`config.mk`:
```
export PLATFORM = sky130hd
export DESIGN_NAME = water_level_frame_gen
export DESIGN_NICKNAME = d
export VERILOG_FILES = /design/src/rtl/water_level_frame_gen.sv
export SDC_FILE = /design/constraint.sdc
export NUM_CORES = 1
export LEC_CHECK = 0
export ABC_AREA = 1
export BUFFER_PORTS_ARGS = -buffer_cell sky130_fd_sc_hd__buf_2
export CAP_MARGIN = 10
export CORE_ASPECT_RATIO = 0.6
export CORE_MARGIN = 4
export CORE_UTILIZATION = 30
export DETAILED_ROUTE_END_ITERATION = 16
export HOLD_SLACK_MARGIN = 0.03
export SKIP_LAST_GASP = 1
export SYNTH_ARGS = -nofsm -noshare
export SYNTH_HDL_FRONTEND = slang
export SYNTH_SLANG_ARGS = --single-unit
export TNS_END_PERCENT = 5
```
`constraint.sdc`:
```
create_clock -name clk -period 1.8 [get_ports clk]
set_input_delay 0.36 -clock clk [delete_from_list [all_inputs] [get_ports clk]]
set_output_delay 0.36 -clock clk [all_outputs]
set_load 0.03 [all_outputs]
```
`src/rtl/water_level_frame_gen.sv`:
```
// water_level_frame_gen
//   Builds the red and green 64-bit frames for an 8x8 bicolour LED matrix scanner.
//   A water column moves one row per animation step toward a target level. At or
//   above ALARM_LEVEL the column turns red and blinks until acknowledged.
//
// Ports
//   clk          system clock, all logic on posedge
//   rst          synchronous active-high reset
//   level_in     requested level 0..8 (9..15 clamp to 8)
//   level_valid  one-cycle strobe loading level_in as the new target
//   alarm_ack    clears the alarm once cur_level is below ALARM_LEVEL
//   picture_r    red frame, byte k = row k, row 0 = bottom
//   picture_g    green frame, same layout
//   cur_level    level currently displayed (0..8)
//   busy         1 while the column is moving (RISE or FALL)
//   alarm        latched alarm flag
//
// Build option
//   WAVE_ANIM_EN  when defined, the top filled row alternates 0xAA / 0x55 on
//                 successive animation steps.
//
// States
//   IDLE | cur_level equals target, column at rest
//   RISE | column climbing one row per step
//   FALL | column dropping one row per step
module water_level_frame_gen #(
  parameter int TICK_DIV    = 25000,
  parameter int ALARM_LEVEL = 6,
  parameter int BLINK_STEPS = 4
) (
  input  logic        clk,
  input  logic        rst,
  input  logic [3:0]  level_in,
  input  logic        level_valid,
  input  logic        alarm_ack,
  output logic [63:0] picture_r,
  output logic [63:0] picture_g,
  output logic [3:0]  cur_level,
  output logic        busy,
  output logic        alarm
);

  localparam int TW = (TICK_DIV > 1) ? $clog2(TICK_DIV) : 1;
  localparam int BW = (BLINK_STEPS > 1) ? $clog2(BLINK_STEPS) : 1;
  localparam logic [TW-1:0] TICK_LAST  = TW'(TICK_DIV - 1);
  localparam logic [BW-1:0] BLINK_LAST = BW'(BLINK_STEPS - 1);
  localparam logic [3:0]    ALARM_LVL  = 4'(ALARM_LEVEL);

  typedef enum logic [1:0] {IDLE, RISE, FALL} state_t;

  state_t        state;
  logic [TW-1:0] tick_cnt;
  logic [BW-1:0] blink_cnt;
  logic          blink_phase;
  logic [3:0]    target;
  logic          step;
  logic [63:0]   fill;

  assign step = (tick_cnt == TICK_LAST);

  always_ff @(posedge clk) begin
    if (rst)       tick_cnt <= '0;
    else if (step) tick_cnt <= '0;
    else           tick_cnt <= tick_cnt + 1'b1;
  end

  always_ff @(posedge clk) begin
    if (rst)              target <= 4'd0;
    else if (level_valid) target <= (level_in > 4'd8) ? 4'd8 : level_in;
  end

  // busy is assigned alongside every state change so it always equals (state != IDLE).
  always_ff @(posedge clk) begin
    if (rst) begin
      state     <= IDLE;
      cur_level <= 4'd0;
      busy      <= 1'b0;
    end else begin
      case (state)
        IDLE: begin
          if (cur_level < target) begin
            state <= RISE;
            busy  <= 1'b1;
          end else if (cur_level > target) begin
            state <= FALL;
            busy  <= 1'b1;
          end
        end
        RISE: begin
          if (cur_level == target) begin
            state <= IDLE;
            busy  <= 1'b0;
          end else if (target < cur_level) begin
            state <= FALL;
          end else if (step && cur_level < 4'd8) begin
            cur_level <= cur_level + 4'd1;
          end
        end
        FALL: begin
          if (cur_level == target) begin
            state <= IDLE;
            busy  <= 1'b0;
          end else if (target > cur_level) begin
            state <= RISE;
          end else if (step && cur_level > 4'd0) begin
            cur_level <= cur_level - 4'd1;
          end
        end
        default: begin
          state <= IDLE;
          busy  <= 1'b0;
        end
      endcase
    end
  end

  // Set has priority over acknowledge.
  always_ff @(posedge clk) begin
    if (rst)                            alarm <= 1'b0;
    else if (cur_level >= ALARM_LVL)    alarm <= 1'b1;
    else if (alarm_ack)                 alarm <= 1'b0;
  end

  always_ff @(posedge clk) begin
    if (rst || !alarm) begin
      blink_cnt   <= '0;
      blink_phase <= 1'b0;
    end else if (step) begin
      if (blink_cnt == BLINK_LAST) begin
        blink_cnt   <= '0;
        blink_phase <= ~blink_phase;
      end else begin
        blink_cnt <= blink_cnt + 1'b1;
      end
    end
  end

`ifdef WAVE_ANIM_EN
  logic step_parity;

  always_ff @(posedge clk) begin
    if (rst)       step_parity <= 1'b0;
    else if (step) step_parity <= ~step_parity;
  end
`endif

  always_comb begin
    fill = '0;
    for (int k = 0; k < 8; k++) begin
      if (4'(k) < cur_level) fill[8*k +: 8] = 8'hFF;
`ifdef WAVE_ANIM_EN
      if (4'(k) + 4'd1 == cur_level) fill[8*k +: 8] = step_parity ? 8'h55 : 8'hAA;
`endif
    end
  end

  always_ff @(posedge clk) begin
    if (rst) begin
      picture_r <= '0;
      picture_g <= '0;
    end else if (alarm) begin
      picture_r <= blink_phase ? 64'd0 : fill;
      picture_g <= '0;
    end else begin
      picture_r <= '0;
      picture_g <= fill;
    end
  end

endmodule

```
### Yosys cells after proc, flatten, opt, wreduce, memory -nomap -nowiden

Index checks and enable logic that the tools add are counted.

| word-level totals | value |
|---|---|
| bits in latches | 0 |
| input bits | 8 |
| logic and storage cells | 92 |
| ROM bits | 0 |
| memories kept | 0 |
| output and inout port bits | 134 |
| bits in writable memories | 0 |
| register bits after elaboration | 158 |

| cells by class | value |
|---|---|
| bitwise logic cells | 2 |
| equal/unequal tests | 15 |
| shift operators | 0 |
| div/mod/pow operators | 0 |
| $add $sub $neg | 4 |
| order comparisons | 16 |
| $mul | 0 |
| multiplexer cells | 30 |
| reduce and logical (&&, ||, !) cells | 15 |

Operators by type and width:

| operator | number |
|---|---|
| two-way mux 8 bit | 8 |
| two-way mux 4 bit | 7 |
| less-than comparator 3 x 4 -> 1 bit (first input constant) | 4 |
| adder 15 x 1 -> 15 bit (second input constant) | 1 |
| == test 15 bit (second input constant) | 1 |
| two-way mux 2 bit | 7 |
| inequality test 2 bit (second input constant) | 6 |
| inequality test 3 bit (second input constant) | 3 |
| greater-than comparator 4 bit | 2 |
| less-than comparator 1 x 4 -> 1 bit (first input constant) | 2 |
| less-than comparator 2 x 4 -> 1 bit (first input constant) | 2 |
| less-than comparator 4 bit | 2 |
| one-hot mux 4 bit (2 select lines) | 1 |
| AND reduction 7 bit | 1 |
| one-hot mux 2 bit (3 select lines) | 1 |
| OR reduction 2 bit | 3 |
| two-way mux 1 bit | 5 |
| adder 4 x 1 -> 4 bit (second input constant) | 1 |
| == test 2 bit (second input constant) | 2 |
| == test 4 bit | 1 |
| >= comparator 4 x 3 -> 1 bit (second input constant) | 1 |
| greater-than comparator 4 x 1 -> 1 bit (second input constant) | 1 |
| greater-than comparator 4 bit (second input constant) | 1 |
| less-than comparator 4 bit (second input constant) | 1 |
| 14 further kinds | 18 |

### Depth between registers and ports, before layout

Gate-level depths: netlist of run 1.

| depth | value |
|---|---|
| depth after elaboration | 6 |
| mapped depth | 14 |
| mapped depth without buffers | 14 |

### Least setup slack after synthesis of run 1

OpenSTA, ideal clock, no wires.

| timing | value |
|---|---|
| kind | register to register |
| start point | reg cur_level[1] |
| end point | reg cur_level[2] |
| period minus slack after synthesis | 1.876 ns |
| data required time | 1.736 ns |
| arrival time | 1.812 ns |
| slack | -0.076 ns |
| cell stages (with the launch flop) | 13 |
| setup time | 0.064 ns |
| buffers on the path | 0 |
| path through | dfxtp_1 inv_1 ha_1 nand2_1 nor2_2 inv_2 nand2_4 nand2_1 nand2_2 nand2_2 nor2_1 nor2_1 nor2_1 |

| between the ends | value |
|---|---|
| cells in the longest elaborated chain, start to end | 5 |
| elaborated cells on any way between the ends | 23 |
| classes of those cells | add/sub (2); order compare (4); eq/ne (7); mux (7); reduce/logical (3) |

Ends and longest elaborated chain:

| element | RTL line | RTL |
|---|---|---|
| start, declared | 38 | `output logic [3:0] cur_level,` |
| start signal, assigned | 96 | `cur_level <= cur_level + 4'd1;` |
| start signal, assigned | 106 | `cur_level <= cur_level - 4'd1;` |
| subtractor 4 x 1 -> 4 bit / adder 4 x 1 -> 4 bit (equally long branches) | 106, 96 |  |
| two-way mux 4 bit (on tied branches) | 105, 95 |  |
| two-way mux 4 bit (on tied branches) | 103, 93 |  |
| two-way mux 4 bit (on tied branches) | 100, 90 |  |
| one-hot mux 4 bit (2 select lines) | 79 | `case (state)` |

Several ways; a longest one is shown, not always the timed one. The select of a mux whose other input is x is not followed.
A chain may end at the register's enable or synchronous reset.

### Final worst setup path of run 1

| timing | value |
|---|---|
| start point | reg cur_level[2] |
| end point | reg cur_level[2] |

Same word-level chain as after synthesis.

==> impl_results.md, run 1 <==
- Synth Register Bits: 46
- Nets: 470
- Pwr per Cell Area: 740 nW/µm²
- Starting Density: 0.310
- Peak supply drop: 399 µV
- Worst setup margin: 0.0936 ns
- Final worst-path cycle share: 0.948
- Gr ovfl total: 0
- Mapped Cells: 409
- Arr. time, crit path: 1.89 ns
- Static Leak: 1.91 nW
- CTS Buf Count: 5
- Post-DP Area: 3120 µm²
- Register area: 930 µm²
- H-tree depth: 2
- Die H: 86.6 µm
- Clock Skew: 0.00750 ns
- Final setup violation count: 0
- Pre-CTS setup slack: 0.0412 ns
- Ratio of cells with drive above 1 in the final layout: 0.426
- Bufs on Longest Clock Path: 2
- Hold WS: 0.319 ns
- Design area: 3350 µm²
- Synth-to-Final Area Change: 8.39%
- Drt total wl: 6750 µm
- Final GP Congestion: 0.908
- Root Buffer: clkbuf_16
- Yosys warning count: 0
- Worst Setup End Kind: register
- Worst-Skew Late Latency: 0.29 ns
- Rows: 28
- Post-synth top cells: 113 x buf_4, 65 x nand2_1, 46 x dfxtp_1
- Post-synth top area cell: dfxtp_1
- CTS tree: built
- WP data required: 1.98 ns
- Setup crit start kind: register
- Hold Vio Cnt, Final: 0
- CTS clk-pin slew, worst paths: 0.06 ns
- Core area: 9950 µm²
- Number of max-cap violations: 0
- Share of flip-flops with an asynchronous set or reset: 0
- Fmax: 0.586 GHz
- Filler instances: 1072
- Worst-margin pin slew: 0.367 ns
- Final ANT Viol Nets: 0
- Dpl cells: 573
- Ranking of synthesized cells by area: dfxtp_1 30%, buf_4 27%, nand2_1 7.9%, ha_1 6.1%, inv_1 5.2%
- Top FF cell, synth: dfxtp_1
- Port bufs: 141
- Seq/Total Area, Yosys: 0.298
- CTS sink count: 46
- Die Span X: 139 µm
- Initial antenna violation count: 0
- Total chip power: 2.48 mW
- Critical path fanouts, max: 5
- Final non-filler cell total: 583
- Number of diodes: 0
- Die area: 12000 µm²
- Multi-input gate area: 1180 µm²
- Number of synthesized flops with an enable pin: 0
- Kind of critical path: register to register
- Post-DR vias/cell: 4.12
- Vias: 2401
- Synth Area per Inst: 7.55 µm²
- Largest net degree at the start of global routing: 15
- Syn Nets: 432
- Mean routed wirelength per cell: 11.6 µm
- Io pins: 142
- Synth cell types: 29
- Vias in the first global route: 2083
- Status: completed
- Total Routing Usage GR: 0.107
- Relative slew slack: 0.752
- Most numerous cell in the Yosys netlist: buf_4
- DRC: 0
- Slew Viols, Final: 0
- CTS Hold Bufs: 0
- RSZ-0062 raised after global routing: yes
- Yosys top cell area share: 0.298
- Pre-antenna DRT Iters: 4
- Post-DP HPWL: 5400 µm
- Detailed Route Iter0 Violations: 117
- Worst min-delay path category: input pin to register
- Tmin final: 1.71 ns
- First-pass GRT wire length: 10400 µm
- Synth Cell Area: 3090 µm²
final timing paths:
check | slack [ns] | cells after the start | endpoint | startpoint
setup / recovery | 0.09 | 12 | cur_level[2] | cur_level[2]
hold / removal | 0.32 | 3 | target[0] | level_in[0]
setup reg to reg | 0.09 | 12 | cur_level[2] | cur_level[2]
hold reg to reg | 0.46 | 1 | tick_cnt[0] | tick_cnt[0]
layout by cell type, fill, tap and decap left out, types with 3 or more instances in the layout:
| cell type | instances |
|---|---|
| clkbuf_16 | 5 |
| nand2_1 | 62 |
| xnor2_1 | 3 |
| nor3_1 | 4 |
| xor2_1 | 3 |
| buf_4 | 5 |
| buf_2 | 141 |
| dfxtp_1 | 43 |
| inv_2 | 4 |
| nand4_1 | 5 |
| nand3_2 | 3 |
| ha_1 | 12 |
| inv_1 | 41 |
| nor2_1 | 42 |
| a21oi_1 | 21 |
| o21ai_0 | 8 |
| nand2_2 | 8 |
| nor2_4 | 6 |
| nand3_1 | 8 |
cells by family after synthesis:
kind of cell	share of synthesized area
compound gates	0.0551
fa+ha+maj	0.0608
xor+xnor	0.0170
flops	0.298
buf+inv	0.335
simple gates	0.233
cell type report:
class,count,share of cell area
Clock inverter,1,0.00262
Tap cell,135,0.0505
Multi-Input combinational cell,203,0.354
Sequential cell,46,0.278
Timing Repair Buffer,146,0.222
Inverter,45,0.0505
Clock buffer,7,0.0426
per-stage QoR:
stage | util | setup TNS, ns
floorplan | - | 0
global placement | 0.314 | 0
detailed placement | 0.314 | 0
CTS | 0.329 | 0
global route | 0.336 | -0.0561
finish | 0.336 | 0
worst max-delay path, stage by stage (launching register included):
cell	delay, ns
dfxtp_4	0.35
inv_1	0.06
ha_1	0.29
nand2_2	0.08
inv_1	0.05
nand2_1	0.05
nand2_2	0.13
nand2_4	0.09
buf_4	0.15
a21oi_1	0.14
nand4_1	0.10
nand2_1	0.07
nor2_1	0.03
registers in the layout (all words and copies together), names as in the netlist:
name and flops:
blink_cnt 2, cur_level 4, blink_phase 1, busy 1, state 2, tick_cnt 15, picture_g 8, alarm 1
target 4, picture_r 8
routing by layer:
layer  vias up  routed length [µm]  global-route usage  part of all wire
met5         -                   0                   0                 0
met4         0                  34              0.0213            0.0050
met3         3                 696              0.0375              0.10
met2       104                2890               0.164              0.43
met1      1064                3130               0.147              0.46
li1       1230                   -                   -                 -
timing repair:
item,CTS,global route
resized for setup,0,15
setup buffers,0,2
endpoints found under the setup margin,0,6
where the power goes:
group / switching [mW] / internal (mW)
clock: 0.398 / 0.559
combinational: 0.290 / 0.152
sequential: 0.0310 / 1.05
Note: power is estimated with default switching activity, not from simulation.
==> run 2: changes to the inputs <==
--- a/config.mk
+++ b/config.mk
@@ -6,7 +6,7 @@
 export NUM_CORES = 1
 export LEC_CHECK = 0
 export ABC_AREA = 1
-export BUFFER_PORTS_ARGS = -buffer_cell sky130_fd_sc_hd__buf_2
+export BUFFER_PORTS_ARGS = -buffer_cell sky130_fd_sc_hd__buf_4
 export CAP_MARGIN = 10
 export CORE_ASPECT_RATIO = 0.6
 export CORE_MARGIN = 4
==> run 2 against run 1 <==
  * Clock power shrank 4.8%
  * Clock-buffer cell count down 1
  * Largest cell class unchanged
  * Maximum frequency rose by 1.0%
  * Critical path type unchanged
  * Sequential share of layout area shrank 2.7 points
==> impl_results.md, run 2 (synthesis gave the netlist of run 1 again) <==
- Vias in the first global route: 2077
- Synth-to-Final Area Change: 19.2%
- Most frequent cells in the layout: 147 x buf_4, 62 x nand2_1, 44 x dfxtp_1, 43 x inv_1, 42 x nor2_1
- Largest regs: tick_cnt: 15 flops, picture_g: 8 flops, picture_r: 8 flops
- Io pins: 142
- Commonest non-fill, non-tap cell in the layout: buf_4
- Post-DP Area: 3500 µm²
- Number of diodes: 0
- Final GP Congestion: 0.849
- Bufs on Longest Clock Path: 2
- CTS sink count: 46
- Critical R2R Capture: cur_level[2]
- Design area: 3680 µm²
- Register area: 923 µm²
- Worst-margin pin slew: 0.378 ns
- Initial antenna violation count: 0
- CTS Buf Count: 5
- Tmin final: 1.69 ns
- CTS clk-pin slew, worst paths: 0.06 ns
- Final worst-path cycle share: 0.939
- DRC: 0
- Largest stage delay, worst path: 0.32 ns
- Mean routed wirelength per cell: 11.6 µm
- Worst Hold Path EP: target[1]
- R2r setup slk: 0.11 ns
- Slew Viols, Final: 0
- Detailed Route Iter0 Violations: 131
- Multi-input gate area: 1170 µm²
- CTS Hold Bufs: 0
- Status: completed
- Post-DR vias/cell: 4.01
- CTS tree: built
- Static Leak: 1.90 nW
- Starting Density: 0.310
- Arr. time, crit path: 1.91 ns
- Setup bufs post-CTS: 0
- Die Span X: 139 µm
- Stages on worst setup path: 13
- WP data required: 2.02 ns
- Peak supply drop: 363 µV
- Rows: 28
- Port bufs: 141
- Critical path fanouts, max: 6
- Clock Skew: 0.00849 ns
- CP bufs+invs: 2
- Worst hold path depth: 3
- Pre-antenna DRT Iters: 4
- Relative slew slack: 0.747
- Largest Register: tick_cnt
- R2R depth: 13
- Pwr per Cell Area: 656 nW/µm²
- Setup crit start kind: register
- Min-Delay Startpoint: level_in[1]
- Fmax: 0.592 GHz
- Filler instances: 1040
- Max FFs per register: 15
- Total Routing Usage GR: 0.107
- Critical path's top delay family: simple AND/OR/NAND/NOR gates
- Number of max-cap violations: 0
- Root Buffer: clkbuf_16
- Final ANT Viol Nets: 0
- Die area: 12000 µm²
- First-pass GRT wire length: 10500 µm
- Nets: 471
- Kind of critical path: register to register
- CP startpoint: cur_level[2]
- CTS resizes: 0
- TNS Setup: 0 ns
- Hold Vio Cnt, Final: 0
- Vias: 2344
- Ratio of cells with drive above 1 in the final layout: 0.416
- Largest net degree at the start of global routing: 15
- Gr ovfl total: 0
- Critical Path Slowest Stage Cell: dfxtp_2
- Worst Setup End Kind: register
- Crit path cell chain: inv_1 -> ha_1 -> nand2_2 -> inv_1 -> nand2_1 -> nand2_4 -> nand2_4 -> nand2_2 -> nand2_4 -> nand2_2 -> nor2_1 -> nor2_1 -> nor2_1
- Reg2reg start: cur_level[2]
- Final setup violation count: 0
- Core area: 9950 µm²
- Drt total wl: 6780 µm
- Post-DP HPWL: 5470 µm
- Worst min-delay path category: input pin to register
- Die H: 86.6 µm
- H-tree depth: 2
- Worst-Skew Late Latency: 0.29 ns
run 2: cell count changes in the layout (fill, tap and decap cells not counted), moves of 2 or more:
| cell | before | now |
|---|---|---|
| buf_2 | 141 | 0 |
| buf_4 | 5 | 147 |
| dfxtp_4 | 2 | 0 |
| inv_1 | 41 | 43 |
| inv_2 | 4 | 2 |
run 2: final cells by class:
type                            instances  share of cell area
Clock buffer                            6              0.0350
Clock inverter                          2             0.00374
Inverter                               45              0.0459
Multi-Input combinational cell        203               0.319
Sequential cell                        46               0.251
Tap cell                              135              0.0459
Timing Repair Buffer                  147               0.300
run 2: report_power, final:
| part | internal (mW) | switching (mW) | total (mW) |
|---|---|---|---|
| Sequential | 1.05 | 0.0278 | 1.08 |
| Combinational | 0.155 | 0.269 | 0.424 |
| Clock | 0.515 | 0.394 | 0.910 |
run 2: through the flow:
stage | total power, mW | utilization | cells | worst slack (ns) | hold slack (ns)
floorplan | 1.42 | - | 409 | 0.0930 | 0.429
global placement | 1.50 | 0.351 | 576 | 0.164 | 0.439
detailed placement | 1.50 | 0.351 | 576 | 0.0923 | 0.449
CTS | 2.43 | 0.366 | 584 | 0.0720 | 0.333
global route | 2.55 | 0.370 | 584 | -0.00783 | 0.345
finish | 2.41 | 0.370 | 584 | 0.111 | 0.341
run 2: worst max path at each step:
stage                   end  slack, ns
2_1_floorplan  cur_level[2]       0.09
6_report       cur_level[2]       0.11
5_1_grt        cur_level[2]     -0.008
4_1_cts        cur_level[2]       0.07
3_5_place_dp   cur_level[2]       0.09
3_3_place_gp   cur_level[2]       0.16
run 2: per-layer routing:
| layer | vias up | GRT usage | part of all wire |
|---|---|---|---|
| li1 | 1229 | - | - |
| met1 | 1018 | 0.151 | 0.48 |
| met2 | 93 | 0.151 | 0.41 |
| met3 | 4 | 0.0441 | 0.10 |
| met4 | 0 | 0.0266 | 0.0080 |
| met5 | - | 0 | 0 |
run 2: tightest hold or removal path: stages:
cell and delay, ns:
buf_4 0.07, nand2_1 0.05, a21oi_1 0.11
==> run 3: changes to the inputs <==
==> constraint.sdc (replaced) <==
create_clock -name clk -period 1.9 [get_ports clk]
set_input_delay 0.38 -clock clk [delete_from_list [all_inputs] [get_ports clk]]
set_output_delay 0.38 -clock clk [all_outputs]
set_load 0.03 [all_outputs]
==> run 3 against run 2 <==
  * Maximum frequency decreased by 1.2%
  * Flip-flop and latch count unchanged
  * Global-route usage increased by 0.25 points
  * Routed wire length increased by 0.37%
  * Die area unchanged
  * Clock skew decreased by 0.0044 ns
  * Core utilization decreased by 0.47 points
  * Critical path depth decreased by 4
  * Sequential share of layout area increased by 0.29 points
  * Critical path type unchanged
  * Critical endpoint is now cur_level[3]
  * Largest cell class unchanged
==> impl_results.md, run 3 (synthesis gave the netlist of run 1 again) <==
- Fmax: 0.585 GHz
- Status: completed
- Largest stage delay, worst path: 0.39 ns
- Die area: 12000 µm²
- RSZ-0062 raised after global routing: no
- Detailed Route Iter0 Violations: 121
- H-tree depth: 2
- Multi-input gate area: 1130 µm²
- Final worst-path cycle share: 0.900
- R2r setup slk: 0.19 ns
- Hold Vio Cnt, Final: 0
- Largest regs: tick_cnt: 15 flops, picture_g: 8 flops, picture_r: 8 flops
- Kind of critical path: register to register
- Port bufs: 141
- Clock Skew: 0.00408 ns
- Largest Register: tick_cnt
- Rows: 28
- DRC: 0
- CTS Buf Count: 5
- Pwr per Cell Area: 629 nW/µm²
- Tmin final: 1.71 ns
- Min-Delay Startpoint: level_in[1]
- Final setup violation count: 0
- Register area: 922 µm²
- Root Buffer: clkbuf_16
- Setup crit start kind: register
- Crit path cell chain: inv_1 -> ha_1 -> nand2_1 -> nor3_1 -> nor2_1 -> a21oi_1 -> nand4_1 -> nand2_1 -> nor2_1
- Most frequent cells in the layout: 146 x buf_4, 65 x nand2_1, 45 x dfxtp_1, 43 x inv_1, 42 x nor2_1
- Largest net degree at the start of global routing: 16
- Worst-Skew Late Latency: 0.29 ns
- Core area: 9950 µm²
- Critical Path Slowest Stage Cell: ha_1
- CTS resizes: 0
- Worst-margin pin slew: 0.372 ns
- TNS Setup: 0 ns
- Number of max-cap violations: 0
- Final non-filler cell total: 583
- First-pass GRT wire length: 10600 µm
- Ratio of cells with drive above 1 in the final layout: 0.402
- Post-DP HPWL: 5480 µm
- Die Span X: 139 µm
- Dpl cells: 575
- Total chip power: 2.29 mW
- Pre-antenna DRT Iters: 4
- Relative slew slack: 0.750
- Post-DR vias/cell: 4.00
- Reg2reg start: state[0]
- Gr ovfl total: 0
- Vias in the first global route: 2087
- Initial antenna violation count: 0
- Critical path fanouts, max: 9
- Design area: 3630 µm²
- Filler instances: 1020
- CTS sink count: 46
- Bufs on Longest Clock Path: 2
- Arr. time, crit path: 1.90 ns
- Nets: 470
- Max FFs per register: 15
- Worst Setup End Kind: register
- Number of diodes: 0
- Setup bufs post-CTS: 0
- CTS clk-pin slew, worst paths: 0.06 ns
- Post-DP Area: 3490 µm²
- Total Routing Usage GR: 0.110
- Final GP Congestion: 0.812
- Final core occ: 0.365
- CTS tree: built
- Vias: 2332
- Worst min-delay path category: input pin to register
- WP data required: 2.09 ns
- Starting Density: 0.310
- Drt total wl: 6810 µm
- Io pins: 142
- Commonest non-fill, non-tap cell in the layout: buf_4
- Synth-to-Final Area Change: 17.7%
- CP startpoint: state[0]
- Final ANT Viol Nets: 0
- Die H: 86.6 µm
- Static Leak: 1.88 nW
- Mean routed wirelength per cell: 11.7 µm
- Peak supply drop: 356 µV
- Slew Viols, Final: 0
- CTS Hold Bufs: 0
-- run 3: layer usage --
metal / track usage / routed length (µm)
met4: 0.0346 / 72
met3: 0.0413 / 594
met1: 0.150 / 3330
met2: 0.161 / 2810
met5: 0 / 0
-- run 3: final timing paths --
path         depth (start not counted)           end
max                                  9  cur_level[3]
min                                  3     target[1]
max reg2reg                          9  cur_level[3]
min reg2reg                          1   tick_cnt[0]
-- run 3: cell type report --
cell class	instances	share of cell area
Timing Repair Buffer	146	0.302
Tap cell	135	0.0465
Inverter	45	0.0465
Clock buffer	5	0.0344
Clock inverter	3	0.00585
Multi-Input combinational cell	203	0.311
Sequential cell	46	0.254
-- run 3: through the flow --
stage / hold WS [ns] / setup slack (ns)
6_report: 0.355 / 0.190
5_1_grt: 0.356 / 0.00443
4_1_cts: 0.349 / 0.159
3_5_place_dp: 0.460 / 0.173
3_3_place_gp: 0.441 / 0.221
2_1_floorplan: 0.429 / 0.0242
-- run 3: critical path: cells and delay by family, from the launching register on --
family	cells	cell delay, ns
AO/OA/AOI/OAI	1	0.13
adder cells (fa/ha/maj)	1	0.39
buffers and inverters	1	0.09
flip-flops	1	0.35
AND/OR/NAND/NOR	6	0.66
-- run 3: report_power, final --
| part | switching, mW | leakage [nW] | total (mW) | internal (mW) |
|---|---|---|---|---|
| clock network | 0.386 | 0.0698 | 0.873 | 0.487 |
| logic | 0.254 | 1.44 | 0.390 | 0.136 |
| registers | 0.0287 | 0.373 | 1.02 | 0.995 |
| total | 0.668 | 1.88 | 2.29 | 1.62 |
